## src/rtl/hex_line_parser.sv

```systemverilog
// hex_line_parser: streaming ASCII hex-line parser. Takes one char per cycle and emits one DATA_W-bit word per line.
// Optional '#' comment support is compiled in when HEX_PARSER_COMMENT_EN is defined.
module hex_line_parser #(
    parameter int DATA_W = 128
) (
    input  logic              Clk_CI,
    input  logic              Reset_RBI,
    input  logic [7:0]        CharIn_DI,
    input  logic              CharValid_SI,
    output logic              CharReady_SO,
    output logic [DATA_W-1:0] Word_DO,
    output logic              WordValid_SO,
    input  logic              WordReady_SI,
    output logic              Error_SO
);
    localparam int NIBBLES = DATA_W / 4;
    localparam int CNT_W   = $clog2(NIBBLES + 1);

    typedef enum logic [2:0] {LEAD, DIGITS, TRAIL, OUT, ERR, CMNT} state_t;

    state_t            state_reg;
    logic [CNT_W-1:0]  cnt_reg;
    logic [DATA_W-1:0] sreg_reg;
    logic [DATA_W-1:0] word_reg;
    logic              char_ready_reg;
    logic              word_valid_reg;
    logic              error_reg;

    logic       is_sp;
    logic       is_lf;
    logic       is_digit;
    logic       is_lower;
    logic       is_upper;
    logic       is_hex;
    logic       is_hash;
    logic       cnt_full;
    logic       char_fire;
    logic [3:0] nib;

    assign is_sp    = (CharIn_DI == 8'h20) || (CharIn_DI == 8'h0D);
    assign is_lf    = (CharIn_DI == 8'h0A);
    assign is_digit = (CharIn_DI >= 8'h30) && (CharIn_DI <= 8'h39);
    assign is_lower = (CharIn_DI >= 8'h61) && (CharIn_DI <= 8'h66);
    assign is_upper = (CharIn_DI >= 8'h41) && (CharIn_DI <= 8'h46);
    assign is_hex   = is_digit || is_lower || is_upper;
    // ASCII letters a-f / A-F have low nibble 1..6, so adding 9 yields 10..15.
    assign nib      = CharIn_DI[3:0] + ((is_lower || is_upper) ? 4'd9 : 4'd0);

`ifdef HEX_PARSER_COMMENT_EN
    assign is_hash = (CharIn_DI == 8'h23);
`else
    assign is_hash = 1'b0;
`endif

    assign cnt_full  = (cnt_reg == CNT_W'(NIBBLES));
    assign char_fire = CharValid_SI && char_ready_reg;

    always_ff @(posedge Clk_CI or negedge Reset_RBI) begin
        if (!Reset_RBI) begin
            state_reg      <= LEAD;
            cnt_reg        <= '0;
            sreg_reg       <= '0;
            word_reg       <= '0;
            char_ready_reg <= 1'b0;
            word_valid_reg <= 1'b0;
            error_reg      <= 1'b0;
        end else begin
            error_reg <= 1'b0;
            if (state_reg == OUT) begin
                if (WordReady_SI) begin
                    state_reg      <= LEAD;
                    cnt_reg        <= '0;
                    word_valid_reg <= 1'b0;
                    char_ready_reg <= 1'b1;
                end
            end else begin
                char_ready_reg <= 1'b1;
                if (char_fire) begin
                    case (state_reg)
                        LEAD: begin
                            if (is_sp || is_lf) begin
                                cnt_reg <= '0;
                            end else if (is_hex) begin
                                sreg_reg  <= {{(DATA_W-4){1'b0}}, nib};
                                cnt_reg   <= CNT_W'(1);
                                state_reg <= DIGITS;
                            end else if (is_hash) begin
                                state_reg <= CMNT;
                            end else begin
                                state_reg <= ERR;
                                error_reg <= 1'b1;
                            end
                        end
                        DIGITS: begin
                            if (is_hex && !cnt_full) begin
                                sreg_reg <= {sreg_reg[DATA_W-5:0], nib};
                                cnt_reg  <= cnt_reg + CNT_W'(1);
                            end else if (is_sp && cnt_full) begin
                                state_reg <= TRAIL;
                            end else if (is_hash && cnt_full) begin
                                state_reg <= CMNT;
                            end else if (is_lf && cnt_full) begin
                                state_reg      <= OUT;
                                word_reg       <= sreg_reg;
                                word_valid_reg <= 1'b1;
                                char_ready_reg <= 1'b0;
                            end else if (is_lf) begin
                                // Too-short line ended by LF: nothing left to discard.
                                state_reg <= LEAD;
                                cnt_reg   <= '0;
                                error_reg <= 1'b1;
                            end else begin
                                state_reg <= ERR;
                                error_reg <= 1'b1;
                            end
                        end
                        TRAIL: begin
                            if (is_sp) begin
                                state_reg <= TRAIL;
                            end else if (is_lf) begin
                                state_reg      <= OUT;
                                word_reg       <= sreg_reg;
                                word_valid_reg <= 1'b1;
                                char_ready_reg <= 1'b0;
                            end else if (is_hash) begin
                                state_reg <= CMNT;
                            end else begin
                                state_reg <= ERR;
                                error_reg <= 1'b1;
                            end
                        end
                        ERR: begin
                            if (is_lf) begin
                                state_reg <= LEAD;
                                cnt_reg   <= '0;
                            end
                        end
                        CMNT: begin
                            // A full digit count means the comment trails a complete word.
                            if (is_lf && cnt_full) begin
                                state_reg      <= OUT;
                                word_reg       <= sreg_reg;
                                word_valid_reg <= 1'b1;
                                char_ready_reg <= 1'b0;
                            end else if (is_lf) begin
                                state_reg <= LEAD;
                                cnt_reg   <= '0;
                            end
                        end
                        default: begin
                            state_reg <= LEAD;
                            cnt_reg   <= '0;
                        end
                    endcase
                end
            end
        end
    end

    assign CharReady_SO = char_ready_reg;
    assign Word_DO      = word_reg;
    assign WordValid_SO = word_valid_reg;
    assign Error_SO     = error_reg;

endmodule

```

## config.mk

```make
export PLATFORM = sky130hd
export DESIGN_NAME = hex_line_parser
export DESIGN_NICKNAME = d
export VERILOG_FILES = /design/src/rtl/hex_line_parser.sv
export SDC_FILE = /design/constraint.sdc
export NUM_CORES = 1
export LEC_CHECK = 0
export ABC_AREA = 1
export ABC_CLOCK_PERIOD_IN_PS = 2770
export CORE_MARGIN = 2
export CORE_UTILIZATION = 47
export CTS_BUF_LIST = sky130_fd_sc_hd__clkbuf_4 sky130_fd_sc_hd__clkbuf_8 sky130_fd_sc_hd__clkbuf_16
export DETAILED_ROUTE_END_ITERATION = 8
export GPL_ROUTABILITY_DRIVEN = 1
export PLACE_DENSITY = 0.69
export RECOVER_POWER = 100
export SLEW_MARGIN = 20
export SYNTH_ARGS = -nofsm -noshare
export SYNTH_HDL_FRONTEND = slang
export SYNTH_SLANG_ARGS = --single-unit
```

## constraint.sdc

```tcl
create_clock -name Clk_CI -period 2.77 [get_ports Clk_CI]
set_clock_uncertainty 0.15 [all_clocks]
set_input_delay 0.4155 -clock Clk_CI [delete_from_list [all_inputs] [get_ports Clk_CI]]
set_output_delay 0.4155 -clock Clk_CI [all_outputs]
set_load 0.05 [all_outputs]
```

* Yosys cells after proc, flatten, opt, wreduce, memory -nomap -nowiden
Cells that the tools add are included.
Word-level totals: bits of input ports 12, bits in registers 268, RAM bits 0, memories 0, output and inout port bits 131, word-level logic and storage cells 125, bits in latches 0, memory bits (read-only) 0
Operators by class: add/sub/neg operators 2, equal/unequal tests 25, shift operators 0, divide/modulo/power cells 0, bitwise operators 1, muxes and demuxes 61, magnitude comparators 6, $mul 0, reductions and logical operators 23
Operators with widths (count):
- $mux 128 | 8
- $pmux 128 s3 | 1
- $pmux 128 s2 | 1
- $mux 6 | 9
- $mux 3 | 13
- $pmux 6 s5 | 1
- $mux 1 | 23
- $ne 2x2->1 const B | 9
- $eq 8x4->1 const B | 2
- $ge 8x7->1 const B | 2
- $le 8x7->1 const B | 2
- $ne 3x3->1 const B | 5
- $pmux 3 s5 | 1
- $reduce_and 7->1 | 2
- $pmux 1 s3 | 3
- $eq 8x6->1 const B | 1
- $ge 8x6->1 const B | 1
- $le 8x6->1 const B | 1
- $ne 4x4->1 const B | 2
- $logic_and 1x1->1 | 7
- $add 6x1->6 const B | 1
- $eq 3x2->1 const B | 2
- $eq 3x3->1 const B | 2
- $eq 6x6->1 const B | 1
- 13 further kinds | 18

* Logic depth before layout (Yosys ltp)
Gate-level depths: netlist (run 1).
word-level depth 9, depth in mapped cells 14, depth with buffers taken out 12

* Least setup slack after synthesis (run 1)
No wires, ideal clock.
path kind register to register, from register char_ready_reg (netlist: CharReady_SO), to register sreg_reg[115], stages on the path, launching flop included 10, path slack 0.818 ns, required time 2.503 ns, arrival time 1.685 ns, cells stage by stage dfrtp_1 > nand2_1 > nor3_1 > nand2_1 > nor2_4 > inv_4 > buf_6 > buf_6 > nand2_1 > nand2_1
On the way: cells in the longest elaborated chain, start to end 2
RTL lines:
- start: declaration | RTL line 25 | logic char_ready_reg;
- start signal: assignment | RTL line 64 | char_ready_reg <= 1'b0;
- start signal: assignment | RTL line 74 | char_ready_reg <= 1'b1;
- start signal: assignment | RTL line 77 | char_ready_reg <= 1'b1;
- $logic_and 1x1->1 | RTL line 56 | assign char_fire = CharValid_SI && char_ready_reg;
- $reduce_and 6->1 (no source line)
- end signal: assignment | RTL line 84 | sreg_reg <= {{(DATA_W-4){1'b0}}, nib};
- end signal: assignment | RTL line 96 | sreg_reg <= {sreg_reg[DATA_W-5:0], nib};
- end: declaration | RTL line 23 | logic [DATA_W-1:0] sreg_reg;
Every way passes these cells. A chain may end at the register's enable or synchronous reset.

* Worst setup path in the final report (run 1)
from register cnt_reg[0], to register word_reg[82] (netlist: Word_DO[82])
On the way: cells in the longest elaborated chain, start to end 6, elaborated cells between the ends (all ways) 12, those cells by class eq/ne (3); mux (4); reduce/logical (5)
RTL lines:
- start: declaration | RTL line 22 | logic [CNT_W-1:0] cnt_reg;
- start signal: assignment | RTL line 97 | cnt_reg <= cnt_reg + CNT_W'(1);
- $eq 6x6->1 * | RTL line 55 | assign cnt_full = (cnt_reg == CNT_W'(NIBBLES));
- $logic_and 1x1->1 | RTL line 102, 140
- $mux 128 (3 in series)
- $pmux 128 s3
- end signal: assignment | RTL line 104 | word_reg <= sreg_reg;
- end signal: assignment | RTL line 122 | word_reg <= sreg_reg;
- end signal: assignment | RTL line 142 | word_reg <= sreg_reg;
- end: declaration | RTL line 24 | logic [DATA_W-1:0] word_reg;
Mark *: on every way between the ends. The rest lies on a longest branch, timed or not. The select of a mux whose other input is x is not followed.

==> results of run 1 <==
[placed cells by master, fill, tap and decap left out, types with 3 or more instances in the layout]
cell	netlist	final
clkbuf_4	0	6
dlygate4sd3_1	0	132
o21ai_1	5	3
dfrtp_1	268	268
bufinv_16	0	6
buf_12	0	10
clkdlybuf4s50_1	0	10
a21oi_1	3	3
clkbuf_16	0	29
clkbuf_8	0	6
buf_4	6	5
nor2_4	3	3
o21ai_0	26	28
o211ai_1	4	4
ha_1	4	4
nor2_1	26	26
nor2_2	3	3
inv_1	28	28
xor2_1	3	3
clkbuf_2	0	5
nand2_1	681	681
nor3_1	5	5
inv_2	10	8
nand3_1	151	151
[worst max-delay path, stage by stage (launching register included)]
cell and delay [ps]:
dfrtp_1 440, inv_1 120, ha_1 150, nand2_1 80, nor2_4 200, inv_2 150, nor2_4 150, inv_2 60
nand2_1 90, nand2_4 100, clkinvlp_2 180, buf_12 280, nand2_1 130, nand2_1 80
[area by class of cell]
class / count / area, sq um
timing repair buffer: 163 / 1690
clock buffer: 40 / 846
sequential: 268 / 6710
clock inverter: 10 / 206
fill: 2142 / 9660
tap: 319 / 399
multi-input combinational: 927 / 3880
inverter: 39 / 151
[where the power goes]
group | total, mW | switching (mW) | internal (mW) | leakage, nW
clock network | 4.17 | 1.50 | 2.67 | 0.520
registers | 4.04 | 0.0610 | 3.98 | 3.73
logic | 0.607 | 0.446 | 0.162 | 3.62
total | 8.81 | 2.00 | 6.81 | 7.87
[through the flow]
step | utilization, % | hold WS [ps] | power (mW) | worst slack, ps | cells
6_report | 59.0 | 319 | 8.81 | 289 | 1766
3_3_place_gp | 54.6 | 243 | 4.71 | 161 | 1715
4_1_cts | 59.1 | 274 | 8.93 | 355 | 1766
3_5_place_dp | 54.6 | 238 | 4.72 | 112 | 1715
5_1_grt | 59.0 | 340 | 9.15 | 117 | 1766
2_1_floorplan | - | -30.1 | 4.52 | 818 | 1309
[final timing paths]
check,to,depth (start not counted)
setup / recovery,Word_DO[82],13
hold / removal,Word_DO[80],2
setup reg to reg,Word_DO[82],13
hold reg to reg,Word_DO[80],2
max in group asynchronous,Word_DO[30],3
min in group asynchronous,sreg_reg[49],2
[kinds of logic (layout without fill, tap and decap cells)]
kind of cell	after synthesis	after routing	synth area share [%]
flip-flops	268	268	59.4
AO/OA/AOI/OAI	41	41	1.98
XOR/XNOR	5	5	0.388
buffers and inverters	114	252	6.27
adder cells (fa/ha/maj)	4	4	0.443
AND/OR/NAND/NOR	877	877	31.5
[routing by layer]
metal	routed length [um]	share of wire, %	vias up
met5	0	0	-
met3	1390	5.6	27
met1	11800	47	4268
met2	11500	46	213
li1	-	-	4338
met4	312	1.2	0
==> summary.md, run 1 <==
| Metric | Value |
|---|---|
| NumNets Final | `around 1400` |
| Post-synth EDFFs | `0` |
| Yosys reg bits | `268` |
| Vias | `8846` |
| Antenna Nets Post-Route | `0` |
| Hold Path Class | `register to register` |
| Largest area contributor in the netlist | `dfrtp_1` |
| # clock sinks | `268` |
| CP Capture Type | `register` |
| Met3 GRT Util | `roughly 3.6%` |
| CTS tree | `yes` |
| Mean Syn Cell Area | `roughly 8.6 sq um` |
| Clock Tree Root | `clkbuf_16` |
| Final Instance Area | `~14000 sq um` |
| Most frequent cell after synthesis | `nand2_1` |
| Largest net degree at the start of global routing | `129` |
| Critical Path AT | `2800 ps` |
| R2R Setup Slk | `290 ps` |
| Mapped Nets | `1325` |
| IO Port Bufs | `142` |
| Max Clock Freq | `slightly above 0.4 GHz` |
| Grt total ovfl | `0` |
| Die Height | `~160 um` |
| CP Class | `register to register` |
| Register area share after synthesis | `59.4%` |
| Core box area | `approximately 24000 sq um` |
| Clock Latency Late Sink | `530 ps` |
| Synth top cells by count | `nand2_1, dfrtp_1, nand3_1` |
| Post-synthesis cell type count | `32` |
| Final period util | `89.6%` |
| Top cells by area, synth | `dfrtp_1, nand2_1, nand3_1` |
| GR Util met1 | `29.3%` |
| Global-route wire length before repair | `43100 um` |
| Initial antenna violation count | `0` |
| Area Growth Syn to Fin | `22.9%` |
| Worst setup startpoint | `cnt_reg[0]` |
| Met2 Usage GRT | `a little under a third` |
| Placement Rows | `56` |
| Setup_tns | `0 ps` |
| All-Layer GR Usage | `19.9%` |
| RR Startpoint | `cnt_reg[0]` |
| Status | `complete, but fails checks` |
| Clock transition at path regs | `60 ps` |
| Placed cell areas | `12900 sq um` |
| Final setup vio count | `0` |
| Main flop type after synthesis | `dfrtp_1` |
| Layout cells sized above 1 | `6.57%` |
| Leak | `7.87 nW` |
| Ant diodes | `0` |
| Tmin final | `~2500 ps` |
| Slew headroom | `-3.99%` |
| First-pass detailed-route iteration total | `5` |
| Post-CTS Resized | `0` |
| Initial Utilization | `48.0%` |
| DR WL/cell | `14.2 um` |
| Crit-path max FO | `between 70 and 80` |
| I/O pins | `143` |
| # DRC | `0` |
| DR iter-0 viols | `roughly 630` |
| Worst-margin pin slew | `approximately 1600 ps` |
| Via/cell ratio | `5.01` |
| RSZ-0062 raised after global routing | `false` |
| CP required | `approximately 3100 ps` |
| Post-DP HPWL | `15400 um` |
| Post-Synthesis Cells | `1309` |
| Failing checks | `capacitance limit, slew limit` |
| Maxcap violations | `1` |
| Num CTS Buffers | `28` |
| Worst vdd ir | `around 0.36 mV` |
| Placer Congestion | `between 0.8 and 0.9` |
| Vias in the first global route | `8690` |
| Power Dens Cells | `635 nW/um^2` |
| Setup Fix Bufs, Post-CTS | `0` |
| Async set-reset flop share out of synthesis | `100%` |
| Die W | `between 150 and 200 um` |
| Crit path launch type | `register` |
| Hold Vio Cnt, Final | `0` |
| Mapped cell area | `~11000 sq um` |
| CTS max path bufs | `3` |
| H-tree depth | `1` |
| Top Usage Layer GRT | `met2` |
| Die ar. | `25300 sq um` |
| Final Max Slew Viols | `59` |
| Final WL | `25000 um` |
| Synth top area share | `59.4%` |
| Warnings, synthesis | `0` |
| Hold path start | `Word_DO[80]` |
| CTS Hold Bufs | `1` |
Note: power is estimated with default switching activity, not from simulation.
==> run 2, diff against run 1 <==
- ABC_CLOCK_PERIOD_IN_PS: 2770 -> 2300
- clock period: 2.77 -> 2.3 ns (I/O delays scaled with it)
==> run 2 against run 1 <==
The flow still finishes with violations (capacitance limit, slew limit). Non-clock buffer count up 30. Critical endpoint is now Word_DO[8]. Clock power up 10%. Global-route usage rose by 0.52 points. Combinational power grew 33%. Total power is 16% higher. First-iteration DRC count rose by 26%. Hold slack improved by 6.5 ps. Setup slack worse by 240 ps. Register-to-register slack worse by 90 ps. Count of clock-buffer cells in the layout grew 2. Die area unchanged. Final cell count increased by 1.8%.
==> summary.md, run 2 (synthesized netlist as in run 1, its figures left out) <==
| Metric | Value |
|---|---|
| Status | `complete, but fails checks` |
| Failing checks | `capacitance limit, slew limit` |
| CP required | `1800 ps (-1280 ps)` |
| Die ar. | `25300 sq um (unchanged)` |
| Comb pwr share | `7.9% (+1.0 points)` |
| Post-DP HPWL | `15900 um (+3.1%)` |
| Crit path launch type | `register` |
| Antenna Nets Post-Route | `0 (unchanged)` |
| Slew headroom | `-0.0992% (+3.9 points)` |
| Final worst slack | `49.1 ps (-240 ps)` |
| Placed Cells | `1745 (+1.7%)` |
| Non-Filler Instances | `1797 (+1.8%)` |
| Crit path max-delay family | `buffers and inverters` |
| Hold path start | `Word_DO[44]` |
| Via/cell ratio | `4.97 (-0.78%)` |
| NumNets Final | `1473 (+2.1%)` |
| Commonest non-fill, non-tap cell in the layout | `nand2_1` |
| Hold Vio Cnt, Final | `0 (unchanged)` |
| Vias | `8931 (+0.96%)` |
| Critical Path AT | `1760 ps (-1040 ps)` |
| DR WL/cell | `14.1 um (-0.19%)` |
| Tmin final | `2250 ps` |
| Hold Path Class | `register to register` |
| Setup Fix Bufs, Post-CTS | `0 (unchanged)` |
| Placed cell areas | `13100 sq um (+1.9%)` |
| DR iter-0 viols | `794 (+26%)` |
| Crit-path max FO | `2 (-97%)` |
| Commonest non-fill, non-tap cells in the layout | `nand2_1, dfrtp_1, nand3_1` |
| IO Port Bufs | `142 (unchanged)` |
| CP bufs+invs | `1 (-4)` |
| Clock Tree Root | `clkbuf_16` |
| I/O pins | `143 (unchanged)` |
| Reg power frac | `47.2% (+1.4 points)` |
| # clock sinks | `268 (unchanged)` |
| Placement Rows | `56 (unchanged)` |
| Num CTS Buffers | `28 (unchanged)` |
| Worst vdd ir | `0.531 mV (+49%)` |
| CTS max path bufs | `3 (unchanged)` |
| Pint | `7.80 mW (+15%)` |
| Final setup vio count | `0 (unchanged)` |
| Ant diodes | `0 (unchanged)` |
| All-Layer GR Usage | `20.4% (+0.52 points)` |
| CP Class | `register to primary output` |
| Power Dens Cells | `732 nW/um^2 (+15%)` |
| Clock Latency Late Sink | `540 ps (about the same)` |
| CTS tree | `yes` |
| RR Startpoint | `cnt_reg[0]` |
| Die Height | `159 um (unchanged)` |
| Vias in the first global route | `8872 (+2.1%)` |
| Pre-CTS WS | `-171 ps (-282 ps)` |
| Final period util | `between 90% and 100%` |
| Worst setup startpoint | `Word_DO[8]` |
| CP Capture Type | `primary output` |
| Final WL | `25400 um (+1.6%)` |
| Final Max Slew Viols | `58 (-1.7%)` |
| Core box area | `23500 sq um (unchanged)` |
| # DRC | `0 (unchanged)` |
| Switching power share of the total | `23.9% (+1.2 points)` |
| Final Instance Area | `14000 sq um (+0.94%)` |
| Max incr delay on CP | `820 ps (+380 ps)` |
| Fillers | `2076 (-3.1%)` |
| Crit-path cells | `clkdlybuf4s50_1` |
| Die W | `159 um (unchanged)` |
| Initial Utilization | `48.0% (unchanged)` |
| H-tree depth | `1 (unchanged)` |
| First-pass detailed-route iteration total | `5 (unchanged)` |
| Grt total ovfl | `0 (unchanged)` |
| Largest net degree at the start of global routing | `97 (-25%)` |
| RSZ-0062 raised after global routing | `false` |
| Clk pwr share | `44.9% (-2.4 points)` |
| Placer Congestion | `0.884 (+2.1%)` |
| Area Growth Syn to Fin | `24.1%` |
| Maxcap violations | `1 (unchanged)` |
| Worst-margin pin slew | `1500 ps (-58.4 ps)` |
| Layout cells sized above 1 | `8.46% (+1.9 points)` |
| CP max stage cell | `clkdlybuf4s50_1` |
| Net Sw Power | `2.45 mW (+22%)` |
| Max Clock Freq | `0.444 GHz` |
| Clock transition at path regs | `60 ps (about the same)` |
| Leak | `7.53 nW (-4.3%)` |
| Initial antenna violation count | `0 (unchanged)` |
| Global-route wire length before repair | `43800 um (+1.8%)` |
==> run 2: cell count changes in the layout (fill, tap and decap cells not counted), moves of 2 or more <==
cell / change
dlygate4sd3_1: -129
clkdlybuf4s50_1: +122
buf_4: +29
clkbuf_1: +7
clkbuf_8: +7
bufinv_16: -5
clkbuf_2: -4
clkinv_2: +4
buf_6: +2
clkbuf_4: -2
==> run 2: worst paths after layout <==
path | slack (ps) | endpoint | cells after the start
max in group asynchronous | 300 | Word_DO[22] | 3
min in group asynchronous | 580 | Word_DO[56] | 2
worst max-delay path | 50 | Word_DO[8] | 1
worst max register to register | 200 | Word_DO[124] | 13
worst min register to register | 330 | Word_DO[44] | 2
worst min-delay path | 330 | Word_DO[44] | 2
==> run 2: timing repair <==
action	CTS	global route
resized for setup	0	9
endpoints found under the setup margin	0	54
hold buffers	1	0
endpoints found under the hold margin	93	0
==> run 2: stage by stage <==
step	power (mW)	util [%]	hold WS (ps)	setup TNS, ps
finish	10.3	59.5	326	0
global route	10.7	59.5	344	0
CTS	10.4	59.8	193	0
detailed placement	5.75	55.6	164	-18610
global placement	5.74	55.6	165	-11690
floorplan	5.45	-	-101	0
==> run 2: layer usage <==
layer	GRT usage [%]	vias up	routed length [um]
li1	-	4384	-
met1	30.5	4266	12300
met2	31.7	247	11300
met3	3.26	34	1420
met4	4.59	0	366
met5	0	-	0
==> run 2: power groups by stage <==
stage | registers, mW | logic (mW) | clock network [mW]
floorplan | 4.93 | 0.511 | 0
global placement | 4.93 | 0.814 | 0
detailed placement | 4.93 | 0.821 | 0
CTS | 4.84 | 0.825 | 4.70
global route | 4.85 | 0.903 | 4.93
finish | 4.84 | 0.808 | 4.60
==> run 2: layout make-up <==
class                           instances  area [sq um]  area share (%)
Tap cell                              319           399            2.85
Clock inverter                          9          85.1           0.607
Inverter                               39           153            1.09
Multi-Input combinational cell        927          3870            27.7
Timing Repair Buffer                  193          1910            13.6
Clock buffer                           42           887            6.33
Sequential cell                       268          6710            47.9
==> run 3, diff against run 2 <==
- CORE_MARGIN: 2 -> default
==> run 3 against run 2 <==
The run now ends clean. Via count fell by 0.74%. Total power fell by 1.3%. Die area fell by 2.5%. Setup slack improved by 3.6 ps. Register-to-register slack got worse by 30 ps. Core utilization fell by 0.13 points. Sequential share of layout area rose by 0.10 points. First-iteration DRC count fell by 15%. Hold slack got worse by 7.9 ps. Global-route usage rose by 1.1 points. Wire length fell by 0.12%. Critical path depth did not move.
==> summary.md, run 3 (synthesized netlist as in run 1, its figures left out) <==
| Metric | Value |
|---|---|
| DR WL/cell | `14.1 um (about the same)` |
| Net Sw Power | `2.41 mW (-1.8%)` |
| Fin util | `59.4% (-0.13 points)` |
| Comb pwr share | `8.0% (about the same)` |
| Clock transition at path regs | `60 ps (about the same)` |
| Instance count on the critical path | `1 (unchanged)` |
| Storage element area | `6710 sq um (unchanged)` |
| Vias in the first global route | `8582 (-3.3%)` |
| Placer Congestion | `0.849 (-4.0%)` |
| Crit path max-delay family | `buffers and inverters` |
| Max incr delay on CP | `830 ps (about the same)` |
| Worst setup path endpoint | `Word_DO[8]` |
| Grt total ovfl | `0 (unchanged)` |
| CTS max path bufs | `3 (unchanged)` |
| RR Startpoint | `cnt_reg[1]` |
| Hold Vio Cnt, Final | `0 (unchanged)` |
| Worst setup startpoint | `Word_DO[8]` |
| H-tree depth | `1 (unchanged)` |
| Maxcap violations | `0 (-1)` |
| Post-DP HPWL | `16000 um (+0.52%)` |
| CP max stage cell | `clkdlybuf4s50_1` |
| Final Instance Area | `14000 sq um (-0.21%)` |
| IO Port Bufs | `142 (unchanged)` |
| Final WL | `25400 um (-0.12%)` |
| CP bufs+invs | `1 (unchanged)` |
| Area Growth Syn to Fin | `23.8%` |
| RSZ-0062 raised after global routing | `true` |
| Status | `finished clean` |
| Layout cells sized above 1 | `8.20% (-0.26 points)` |
| Clk pwr share | `44.1% (-0.8 points)` |
| Antenna Nets Post-Route | `0 (unchanged)` |
| Global-route wire length before repair | `43000 um (-2.0%)` |
| Critical Path AT | `1750 ps (about the same)` |
| Num CTS Buffers | `28 (unchanged)` |
| Pre-CTS WS | `-184 ps (-13.2 ps)` |
| R2R Path End | `sreg_reg[97]` |
| Vias | `8865 (-0.74%)` |
| Clock Tree Root | `clkbuf_16` |
| DR iter-0 viols | `675 (-15%)` |
| Leak | `7.52 nW (-0.25%)` |
| Reg power frac | `47.9% (+0.7 points)` |
| Commonest non-fill, non-tap cell in the layout | `nand2_1` |
| I/O pins | `143 (unchanged)` |
| Hold_ws | `318 ps (-7.92 ps)` |
| Die Height | `157 um (-1.3%)` |
| Multi-input gate area | `3880 sq um (+0.13%)` |
| Max Clock Freq | `0.445 GHz (+0.16%)` |
| Crit-path cells | `clkdlybuf4s50_1` |
| Die ar. | `24700 sq um (-2.5%)` |
| Power Dens Cells | `724 nW/um^2 (-1.1%)` |
| Clock Latency Late Sink | `530 ps (about the same)` |
| Crit path launch type | `register` |
| Worst-margin pin slew | `1130 ps (-367 ps)` |
| Pint | `7.71 mW (-1.2%)` |
| First-pass detailed-route iteration total | `5 (unchanged)` |
| Die W | `157 um (-1.3%)` |
| CP Class | `register to primary output` |
| Switching power share of the total | `23.8% (-0.11 points)` |
| Ant diodes | `0 (unchanged)` |
| Crit-path max FO | `2 (unchanged)` |
| CP required | `1800 ps (about the same)` |
| Fillers | `2099 (+1.1%)` |
| Setup_tns | `0 ps (unchanged)` |
| All-Layer GR Usage | `21.5% (+1.1 points)` |
| Worst vdd ir | `0.541 mV (+2.0%)` |
| Commonest non-fill, non-tap cells in the layout | `nand2_1, dfrtp_1, nand3_1` |
| Final period util | `97.7% (-0.15 points)` |
| R2R Setup Slk | `170 ps (-30 ps)` |
| Placement Rows | `56 (unchanged)` |
| Placed Cells | `1746 (+0.057%)` |
| Slew headroom | `24.3% (+24 points)` |
| Final Max Slew Viols | `0 (-100%)` |
| Initial antenna violation count | `0 (unchanged)` |
| Largest net degree at the start of global routing | `69 (-29%)` |
| Final worst slack | `52.6 ps (+3.55 ps)` |
| CP Capture Type | `primary output` |
| Design Power | `10.1 mW (-1.3%)` |
| # clock sinks | `268 (unchanged)` |
| Initial Utilization | `48.0% (unchanged)` |
| CTS tree | `yes` |
| Non-Filler Instances | `1795 (-0.11%)` |
| Tmin final | `2250 ps (-3.55 ps)` |
| Final setup vio count | `0 (unchanged)` |
| Core box area | `23500 sq um (unchanged)` |
| NumNets Final | `1474 (+0.068%)` |
| Placed cell areas | `13100 sq um (+0.34%)` |
| Via/cell ratio | `4.94 (-0.63%)` |
| Cell count of the worst reg-to-reg path | `10 (-3)` |
| Hold Path Class | `input pin to register` |
| # DRC | `0 (unchanged)` |
-- run 3: cell types whose count changed in the layout (fill, tap and decap cells not counted), sizes merged --
cell | previous run | this run
bufinv | 1 | 2
buf | 47 | 48
clkbuf | 53 | 49
dlygate4sd3 | 3 | 2
clkdlybuf4s50 | 132 | 133
-- run 3: per-layer routing --
layer / track usage [%] / up-vias / share of wire, %
li1: - / 4387 / -
met4: 5.18 / 0 / 1.5
met1: 31.8 / 4257 / 48
met2: 33.3 / 194 / 45
met5: 0 / - / 0
met3: 3.06 / 27 / 4.7
-- run 3: what timing repair did --
| action | 4_1_cts | 5_1_grt |
|---|---|---|
| resized for setup | 0 | 10 |
| hold buffers | 1 | 0 |
| buffers inserted | 0 | 0 |
| setup endpoints to repair | 0 | 97 |
| endpoints found under the hold margin | 268 | 0 |
-- run 3: worst min-delay path, cell delays in order --
cell and delay (ps):
clkdlybuf4s50_1 470, nor3_1 50, nor2_1 90
-- run 3: worst min-delay path by stage --
| stage | end | slack [ps] | depth (start not counted) | start |
|---|---|---|---|---|
| floorplan | CharReady_SO | -100 | 0 | Reset_RBI |
| global placement | Word_DO[52] | 120 | 1 | Reset_RBI |
| detailed placement | Word_DO[50] | 120 | 1 | Reset_RBI |
| CTS | Word_DO[50] | 160 | 2 | Reset_RBI |
| global route | Word_DO[67] | 340 | 2 | Word_DO[67] |
| finish | CharReady_SO | 320 | 3 | WordReady_SI |
-- run 3: area by class of cell --
| class | count | area share [%] |
|---|---|---|
| clock buffers | 38 | 5.77 |
| multi-input cells | 927 | 27.7 |
| clock inverters | 10 | 0.814 |
| inverters | 39 | 1.08 |
| well taps | 319 | 2.86 |
| flip-flops and latches | 268 | 48.0 |
| repair buffers | 194 | 13.8 |
-- run 3: power by group through the flow --
stage               combinational, mW  clock (mW)  sequential, mW
CTS                             0.837        4.57            4.85
floorplan                       0.511           0            4.93
global route                    0.910        4.78            4.85
detailed placement              0.834           0            4.93
global placement                0.831           0            4.93
finish                          0.811        4.46            4.85
